## config.mk

```make
export PLATFORM = sky130hd
export DESIGN_NAME = rdma_tx_queue
export DESIGN_NICKNAME = d
export VERILOG_FILES = /design/src/rtl/rdma_tx_pkg.sv /design/src/rtl/rdma_tx_queue_fifo.sv /design/src/rtl/rdma_tx_queue.sv
export SDC_FILE = /design/constraint.sdc
export NUM_CORES = 1
export LEC_CHECK = 0
export BUFFER_PORTS_ARGS = -buffer_cell sky130_fd_sc_hd__buf_2
export CORE_UTILIZATION = 50
export CTS_CLUSTER_SIZE = 12
export DETAILED_ROUTE_END_ITERATION = 16
export GPL_TIMING_DRIVEN = 0
export PLACE_DENSITY = 0.74
export SETUP_SLACK_MARGIN = 0.2
export SKIP_LAST_GASP = 1
export SYNTH_ARGS = -nofsm -noshare
export SYNTH_HDL_FRONTEND = slang
export SYNTH_SLANG_ARGS = --single-unit
```

## constraint.sdc

```tcl
create_clock -name clk -period 11.42 [get_ports clk]
set_input_delay 1.142 -clock clk [delete_from_list [all_inputs] [get_ports clk]]
set_output_delay 1.142 -clock clk [all_outputs]
set_load 0.02 [all_outputs]
```

## src/rtl/rdma_tx_pkg.sv

```systemverilog
// Shared types and default constants for the RDMA TX queue.
package rdma_tx_pkg;

  localparam int RDMA_TX_DATA_W    = 64;
  localparam int RDMA_TX_DEPTH     = 8;
  localparam int RDMA_TX_MAX_BEATS = 256;

  typedef enum logic [1:0] {
    ST_IDLE   = 2'd0,
    ST_ACTIVE = 2'd1,
    ST_DROP   = 2'd2
  } in_state_e;

  // Entry at the default payload width; the top re-declares it at its own DATA_W.
  typedef struct packed {
    logic                      err;
    logic                      last;
    logic [RDMA_TX_DATA_W-1:0] data;
  } tx_entry_t;

endpackage

```

## src/rtl/rdma_tx_queue_fifo.sv

```systemverilog
// Synchronous DEPTH x W FIFO with occupancy output; memory is not reset.
module rdma_tx_fifo #(
  parameter int W     = 66,
  parameter int DEPTH = 8,
  localparam int AW   = $clog2(DEPTH),
  localparam int LW   = $clog2(DEPTH) + 1
) (
  input  logic          clk,
  input  logic          rst,
  input  logic          push_i,
  input  logic [W-1:0]  wdata_i,
  input  logic          pop_i,
  output logic [W-1:0]  rdata_o,
  output logic [LW-1:0] level_o,
  output logic          full_o,
  output logic          empty_o
);

  logic [W-1:0]  mem_q [DEPTH];
  logic [AW-1:0] wptr_q, wptr_d;
  logic [AW-1:0] rptr_q, rptr_d;
  logic [LW-1:0] level_q, level_d;
  logic          do_push, do_pop;

  assign full_o  = (level_q == LW'(DEPTH));
  assign empty_o = (level_q == '0);
  assign do_push = push_i && !full_o;
  assign do_pop  = pop_i && !empty_o;
  assign rdata_o = mem_q[rptr_q];
  assign level_o = level_q;

  always_comb begin
    wptr_d  = wptr_q;
    rptr_d  = rptr_q;
    level_d = level_q;
    if (do_push) wptr_d = wptr_q + AW'(1);
    if (do_pop)  rptr_d = rptr_q + AW'(1);
    if (do_push && !do_pop)      level_d = level_q + LW'(1);
    else if (!do_push && do_pop) level_d = level_q - LW'(1);
  end

  always_ff @(posedge clk or posedge rst) begin
    if (rst) begin
      wptr_q  <= '0;
      rptr_q  <= '0;
      level_q <= '0;
    end else begin
      wptr_q  <= wptr_d;
      rptr_q  <= rptr_d;
      level_q <= level_d;
    end
  end

  always_ff @(posedge clk) begin
    if (do_push) mem_q[wptr_q] <= wdata_i;
  end

endmodule

```

## src/rtl/rdma_tx_queue.sv

```systemverilog
// Buffered RDMA TX stage: packet FIFO, max-length truncation, per-packet completion.
// Optional delivered-packet counter enabled by RDMA_TX_PKT_CNT_EN.
module rdma_tx_queue
  import rdma_tx_pkg::*;
#(
  parameter int DATA_W    = RDMA_TX_DATA_W,
  parameter int DEPTH     = RDMA_TX_DEPTH,
  parameter int MAX_BEATS = RDMA_TX_MAX_BEATS,
  localparam int BEAT_W   = $clog2(MAX_BEATS + 1),
  localparam int LVL_W    = $clog2(DEPTH) + 1
) (
  input  logic              clk,
  input  logic              rst,
  input  logic              tx_in_valid,
  output logic              tx_in_ready,
  input  logic [DATA_W-1:0] tx_in_data,
  input  logic              tx_in_last,
  output logic              tx_valid,
  input  logic              tx_ready,
  output logic [DATA_W-1:0] tx_data,
  output logic              tx_last,
  output logic              tx_done,
  output logic [BEAT_W-1:0] tx_done_beats,
  output logic              tx_err,
  output logic [LVL_W-1:0]  fifo_level
`ifdef RDMA_TX_PKT_CNT_EN
  ,
  output logic [31:0]       pkt_cnt
`endif
);

  // Handshake: a beat moves on a rising edge where valid && ready; valid never waits on ready.
  typedef struct packed {
    logic              err;
    logic              last;
    logic [DATA_W-1:0] data;
  } entry_t;

  in_state_e         state_q, state_d;
  logic [BEAT_W-1:0] in_cnt_q, in_cnt_d;
  logic [BEAT_W-1:0] out_cnt_q, out_cnt_d;
  logic              done_q, done_d;
  logic [BEAT_W-1:0] done_beats_q, done_beats_d;
  logic              err_q, err_d;
  logic              accept, wr_en, pop, fifo_full, fifo_empty;
  entry_t            wr_entry, head;

  rdma_tx_fifo #(.W(DATA_W + 2), .DEPTH(DEPTH)) u_fifo (
    .clk     (clk),
    .rst     (rst),
    .push_i  (wr_en),
    .wdata_i (wr_entry),
    .pop_i   (pop),
    .rdata_o (head),
    .level_o (fifo_level),
    .full_o  (fifo_full),
    .empty_o (fifo_empty)
  );

  // DROP swallows the tail of a truncated packet even when the FIFO is full.
  assign tx_in_ready = (state_q == ST_DROP) || !fifo_full;
  assign accept      = tx_in_valid && tx_in_ready;

  always_comb begin
    state_d  = state_q;
    in_cnt_d = in_cnt_q;
    wr_en    = 1'b0;
    wr_entry = '{err: 1'b0, last: tx_in_last, data: tx_in_data};
    case (state_q)
      ST_IDLE: begin
        if (accept) begin
          wr_en = 1'b1;
          if (!tx_in_last) begin
            state_d  = ST_ACTIVE;
            in_cnt_d = BEAT_W'(1);
          end
        end
      end
      ST_ACTIVE: begin
        if (accept) begin
          wr_en = 1'b1;
          if (tx_in_last) begin
            state_d  = ST_IDLE;
            in_cnt_d = '0;
          end else if (in_cnt_q == BEAT_W'(MAX_BEATS - 1)) begin
            wr_entry.last = 1'b1;
            wr_entry.err  = 1'b1;
            state_d       = ST_DROP;
            in_cnt_d      = '0;
          end else begin
            in_cnt_d = in_cnt_q + BEAT_W'(1);
          end
        end
      end
      ST_DROP: begin
        if (accept && tx_in_last) state_d = ST_IDLE;
      end
      default: state_d = ST_IDLE;
    endcase
  end

  assign tx_valid = !fifo_empty;
  assign tx_data  = tx_valid ? head.data : '0;
  assign tx_last  = tx_valid ? head.last : 1'b0;
  assign pop      = tx_valid && tx_ready;

  always_comb begin
    out_cnt_d    = out_cnt_q;
    done_d       = 1'b0;
    done_beats_d = '0;
    err_d        = 1'b0;
    if (pop) begin
      if (head.last) begin
        out_cnt_d    = '0;
        done_d       = 1'b1;
        done_beats_d = out_cnt_q + BEAT_W'(1);
        err_d        = head.err;
      end else begin
        out_cnt_d = out_cnt_q + BEAT_W'(1);
      end
    end
  end

  always_ff @(posedge clk or posedge rst) begin
    if (rst) begin
      state_q      <= ST_IDLE;
      in_cnt_q     <= '0;
      out_cnt_q    <= '0;
      done_q       <= 1'b0;
      done_beats_q <= '0;
      err_q        <= 1'b0;
    end else begin
      state_q      <= state_d;
      in_cnt_q     <= in_cnt_d;
      out_cnt_q    <= out_cnt_d;
      done_q       <= done_d;
      done_beats_q <= done_beats_d;
      err_q        <= err_d;
    end
  end

  assign tx_done       = done_q;
  assign tx_done_beats = done_beats_q;
  assign tx_err        = err_q;

`ifdef RDMA_TX_PKT_CNT_EN
  logic [31:0] pkt_cnt_q;

  always_ff @(posedge clk or posedge rst) begin
    if (rst)         pkt_cnt_q <= '0;
    else if (done_d) pkt_cnt_q <= pkt_cnt_q + 32'd1;
  end

  assign pkt_cnt = pkt_cnt_q;
`endif

endmodule

```

**Word level (Yosys, flattened, before mapping)**

Memory sizes are Yosys's and may differ from the RTL's.
Index checks and enable logic that the tools add are counted.

- Register bits: 41
- Latch bits: 0
- RAM bits: 528
- Memory bits (read-only): 0
- Memories: 1

Memories:

| name | depth | width | rd ports | clocked after Yosys merged registers in | wr ports | RTL line | RTL |
|---|---|---|---|---|---|---|---|
| u_fifo.mem_q | 8 | 66 | 1 | 0 | 1 | rdma_tx_queue_fifo.sv:19 | `logic [W-1:0] mem_q [DEPTH];` |

- Add/subtract/negate cells: 6
- Multiply operators: 0
- Divide/modulo/power cells: 0
- $lt $le $gt $ge: 0
- Equality and inequality tests: 9
- Shift-type cells: 0
- Multiplexer cells: 32
- Bitwise operators: 0
- Reduce and logical (&&, ||, !) cells: 19

Operators by type and width:

| kind | number |
|---|---|
| two-way mux 9 bit | 8 |
| two-way mux 64 bit | 1 |
| two-way mux 2 bit | 10 |
| adder 9 x 1 -> 9 bit (second input constant) | 2 |
| case mux 9 bit (2 select lines) | 1 |
| == test 9 x 8 -> 1 bit (second input constant) | 1 |
| two-way mux 1 bit | 9 |
| two-way mux 4 bit | 2 |
| logical AND 1 bit | 7 |
| adder 3 x 1 -> 3 bit (second input constant) | 2 |
| inequality test 2 bit (second input constant) | 3 |
| case mux 2 bit (3 select lines) | 1 |
| AND reduction 5 bit | 1 |
| adder 4 x 1 -> 4 bit (second input constant) | 1 |
| == test 4 bit (second input constant) | 1 |
| logical NOT 1 bit | 4 |
| logical NOT 4 bit | 1 |
| AND reduction 4 bit | 1 |
| nonzero test 2 bit | 2 |
| subtractor 4 x 1 -> 4 bit (second input constant) | 1 |
| inequality test 3 bit (second input constant) | 1 |
| == test 2 x 1 -> 1 bit (second input constant) | 1 |
| == test 2 bit (second input constant) | 1 |
| logical NOT 2 bit | 1 |
| 3 further kinds | 3 |

**Depth between registers and ports, before layout**

- Word-level depth: 11
- Mapped depth: 11
- Gate-level depth less buffers: 10

**Modules after synthesis**

A second synthesis with hierarchy kept.

- Cells, all modules: 1064
- Area total of the unflattened synthesis: 22425.3 sq um

By module, submodules not included:

| module | times used | cells each | area each (sq um) | sequential area each (sq um) |
|---|---|---|---|---|
| rdma_tx_fifo | 1 | 827 | 20433.3 | 16105.4 |
| rdma_tx_queue | 1 | 237 | 1991.9 | 775.7 |

**Least setup slack after synthesis**

OpenSTA, ideal clock, no wires.

- Kind: input to register
- From: input tx_in_valid
- To: memory u_fifo.mem_q[4][0], enable pin
- Library setup time: 0.677 ns
- Arrival time: 8.414 ns
- Data required time: 10.743 ns
- Setup slack: 2.329 ns
- Stages on the path: 4
- Buffers on the path: 1
- Path through: inv_1 -> a211o_1 -> buf_4 -> nor4b_1

- Word-level cells in the longest chain between the ends: 6

Ends and longest elaborated chain:

| item | RTL line | RTL |
|---|---|---|
| start, declared | rdma_tx_queue.sv:14 | `input logic tx_in_valid,` |
| logical AND 1 bit | rdma_tx_queue.sv:62 | `assign accept = tx_in_valid && tx_in_ready;` |
| two-way mux 1 bit | rdma_tx_queue.sv:71, rdma_tx_queue.sv:80 |  |
| two-way mux 1 bit | -- |  |
| logical AND 1 bit | rdma_tx_queue_fifo.sv:27 | `assign do_push = push_i && !full_o;` |
| two-way mux 1 bit | rdma_tx_queue_fifo.sv:55 | `if (do_push) mem_q[wptr_q] <= wdata_i;` |
| two-way mux 1 bit (not written as such) | rdma_tx_queue_fifo.sv:55 |  |
| end, declared | rdma_tx_queue_fifo.sv:19 |  |

Every way passes these cells.

**Worst setup path in the final report**

- From: register u_fifo.level_q[3] (netlist: u_fifo.level_o[3])
- To: output tx_data[43]

- Word-level cells in the longest chain between the ends: 2

Ends and longest elaborated chain:

| item | RTL line | RTL |
|---|---|---|
| start, declared | rdma_tx_queue_fifo.sv:22 | `logic [LW-1:0] level_q, level_d;` |
| start signal, assigned | rdma_tx_queue_fifo.sv:50 | `level_q <= level_d;` |
| logical NOT 4 bit | rdma_tx_queue_fifo.sv:26 | `assign empty_o = (level_q == '0);` |
| two-way mux 64 bit | rdma_tx_queue.sv:103 | `assign tx_data = tx_valid ? head.data : '0;` |
| end, declared | rdma_tx_queue.sv:20 | `output logic [DATA_W-1:0] tx_data,` |

Every way passes these cells.

==> qor.yml <==
timing:
  grt_setup_unrepaired: "false"
  tightest_slew_ns: 0.980
  layout_setup_ws_ns: 6.87
  finalHoldViolations: 0
  timing.fmax_mhz: 220
  relSlewSlack_pct: 34.0
  min_period_over_period_pct: 39.8
  skew_ns: 0.0160
  maxSlewViolCount: 0
  finalCriticalPeriod_ns: 4.55
  setup_viol: 0
cts:
  cts_made_buffers: 54
  clock_sinks: 569
  cts_root_buf: "clkbuf_16"
  cts_buffer_depth: 3
  cts.clk_slew.worst_paths_ns: 0.06
  cts_tree: "built"
  hold_buffers: 0
  cts_resized: 0
  htreeDepth: 2
  cts_setup_buffers: 0
  clock_latency_ns: 0.59
flow_run:
  cap_violations: 0
logic_synthesis:
  synthesis.nets: 1145
  synth-seq-area-share_pct: 76.1
  synth_area_leaders: "edfxtp_1 72%, mux4_2 13%, dfrtp_1 4.6%, mux2i_1 3.1%, nor2_1 1.6%"
  synth_cell_type_count: 53
  ys_top_cells_by_count: "528 x edfxtp_1, 130 x mux4_2, 94 x nor2_1"
  async_flop_share_pct: 7.21
  synth_area_um2: 22200
  synth_ff_type: "edfxtp_1"
  avgSynthCellArea_um2: 20.8
  synthCells: 1068
  synth_edf_count: 528
  synth_top_area_share_pct: 71.5
  yosysTopAreaCell: "edfxtp_1"
  ys_ff_latch: 569
  ys.warnings.count: 0
  yosys.cell_count.top_type: "edfxtp_1"
finish:
  area_delta_synth_final_pct: 16.9
  final_nets: 1419
  fill_cells: 3084
  drive_gt1_share_pct: 34.0
critical_path:
  cp_slowest_cell: "nor4_1"
  slowest_delay_ns: 0.84
  crit_type: "reg2out"
  reg2reg_depth: 10
  required_ns: 10.28
  crit_chain: "buf_6 > nor4_1 > buf_2 > clkbuf_1 > nor2_1 > buf_2"
  crit_top_cell: "buf_2"
  start_kind: "flip-flop"
  arrival_ns: 3.40
  cp_max_fo: 10
  end_kind: "output port"
power:
  p_sw_w: 0.00221
  power.leakage_nw: 9.02
  p_per_area_nw_per_um2: 257
  p_int_w: 0.00445
  seq_power_share_pct: 40.3
  fin_total_pwr_w: 0.00666
  irDropWorstVdd_mv: 0.141
  pwr-share-clk_pct: 23.5
  comb_power_share_pct: 36.3
  switching_share_pct: 33.2
global_route:
  grt_pass1_wl_um: 69900
  grt_usage_pct: 21.4
  grt_pass1_vias: 11300
  grt_max_degree: 42
  grt_antenna_before_repair: 7
  overflow: 0
route:
  drt_iter0_drc: 1121
  wl_per_cell_um: 23.9
  first_pass_iters: 5
  drc: 0
  vias_per_cell: 5.69
  wirelength_um: 46600
  postRouteAntennaNets: 0
  vias: 11100
placed_design:
  hpwl_um: 31300
  gp_congestion: 0.772
  dp_slack_ns: 7.49
  io_buffer_count: 150
die:
  io_pins: 151
  die_y_um: 213
  die_area_um2: 45200
  fp.dieW_um: 213
  rows: 76
  initial_core_util_pct: 51.1
  core-area_um2: 43400
run_status:
  status: "finished clean"
min_path:
  hp-class: "reg2reg"
  holdPathStages: 1
-- layer usage --
layer,global-route usage (%),wire length (um)
met2,33.5,22500
met3,4.59,2880
met4,5.61,850
met1,30.9,20300
met5,0,49
-- cells by family (layout without fill, tap and decap cells) --
logic type | Yosys count | in the layout | share of synthesized area (%)
DFF | 569 | 569 | 76.1
adders and majority gates | 8 | 8 | 0.485
AOI/OAI and AO/OA | 39 | 39 | 1.24
other | 0 | 3 | 0
muxes | 202 | 202 | 16.5
and+or+nand+nor | 168 | 168 | 3.39
xor gates and xnor gates | 17 | 17 | 0.672
buffers and inverters | 65 | 359 | 1.60
-- worst max-delay path, delay by kind of cell (launching register included) --
family                 cells  cell delay [ns]
buffers and inverters      4             1.36
AND/OR/NAND/NOR            2             1.06
flip-flops                 1             0.38
-- layout by cell type (no fill, tap or decap), types with 14 or more instances in the layout --
cell / netlist / layout
buf_6: 9 / 42
xnor2_1: 14 / 14
mux2i_1: 69 / 69
dfrtp_1: 41 / 41
nand2_1: 22 / 22
mux4_2: 130 / 130
edfxtp_1: 528 / 528
buf_4: 2 / 24
nor2_1: 94 / 93
buf_2: 27 / 177
clkbuf_16: 0 / 55
clkbuf_1: 14 / 30
-- through the flow --
| stage | setup TNS, ns | util [%] | area, um2 | std cells | hold WS (ns) |
|---|---|---|---|---|---|
| floorplan | 0 | - | 22200 | 1068 | 0.448 |
| CTS | 0 | 59.7 | 25900 | 1947 | 0.498 |
| detailed placement | 0 | 56.4 | 24400 | 1871 | 0.485 |
| global route | 0 | 59.7 | 25900 | 1948 | 0.525 |
| global placement | -640.34 | 54.6 | 23700 | 1803 | 0.472 |
| finish | 0 | 59.8 | 25900 | 1950 | 0.510 |
-- registers in the layout (all words and copies together) (netlist names) --
register,flops
tx_err,1
u_fifo.wptr_q,3
tx_done,1
state_q,2
out_cnt_q,9
u_fifo.level_o,4
tx_done_beats,9
u_fifo.mem_q,528
in_cnt_q,9
u_fifo.rptr_q,3
-- area by class of cell --
type,count,area [um2],share of cell area [%]
Multi-Input combinational cell,434,4980,19.2
Clock inverter,5,25.0,0.0966
Tap cell,585,732,2.83
Timing Repair Buffer,218,1490,5.76
Inverter,9,36.3,0.140
Buffer,56,319,1.23
Antenna cell,3,7.51,0.0290
Clock buffer,71,1440,5.54
Sequential cell,569,16900,65.2
-- final timing paths --
| check | from | end | slack [ns] |
|---|---|---|---|
| setup / recovery | u_fifo.level_o[3] | tx_data[43] | 6.87 |
| hold / removal | in_cnt_q[8] | in_cnt_q[8] | 0.51 |
| setup reg to reg | u_fifo.level_o[0] | u_fifo.mem_q[1][27] | 8.09 |
| hold reg to reg | in_cnt_q[8] | in_cnt_q[8] | 0.51 |
| max in group asynchronous | rst | in_cnt_q[3] | 10.15 |
| min in group asynchronous | rst | tx_done_beats[6] | 0.72 |
-- power groups by stage --
stage	registers (W)	clock network, W	logic (W)
after floorplan	0.00276	0	0.00157
after global placement	0.00281	0	0.00229
after detailed placement	0.00272	0	0.00244
after CTS	0.00268	0.00159	0.00246
after global routing	0.00270	0.00166	0.00259
final	0.00268	0.00156	0.00242
(Power assumes the default switching activity.)
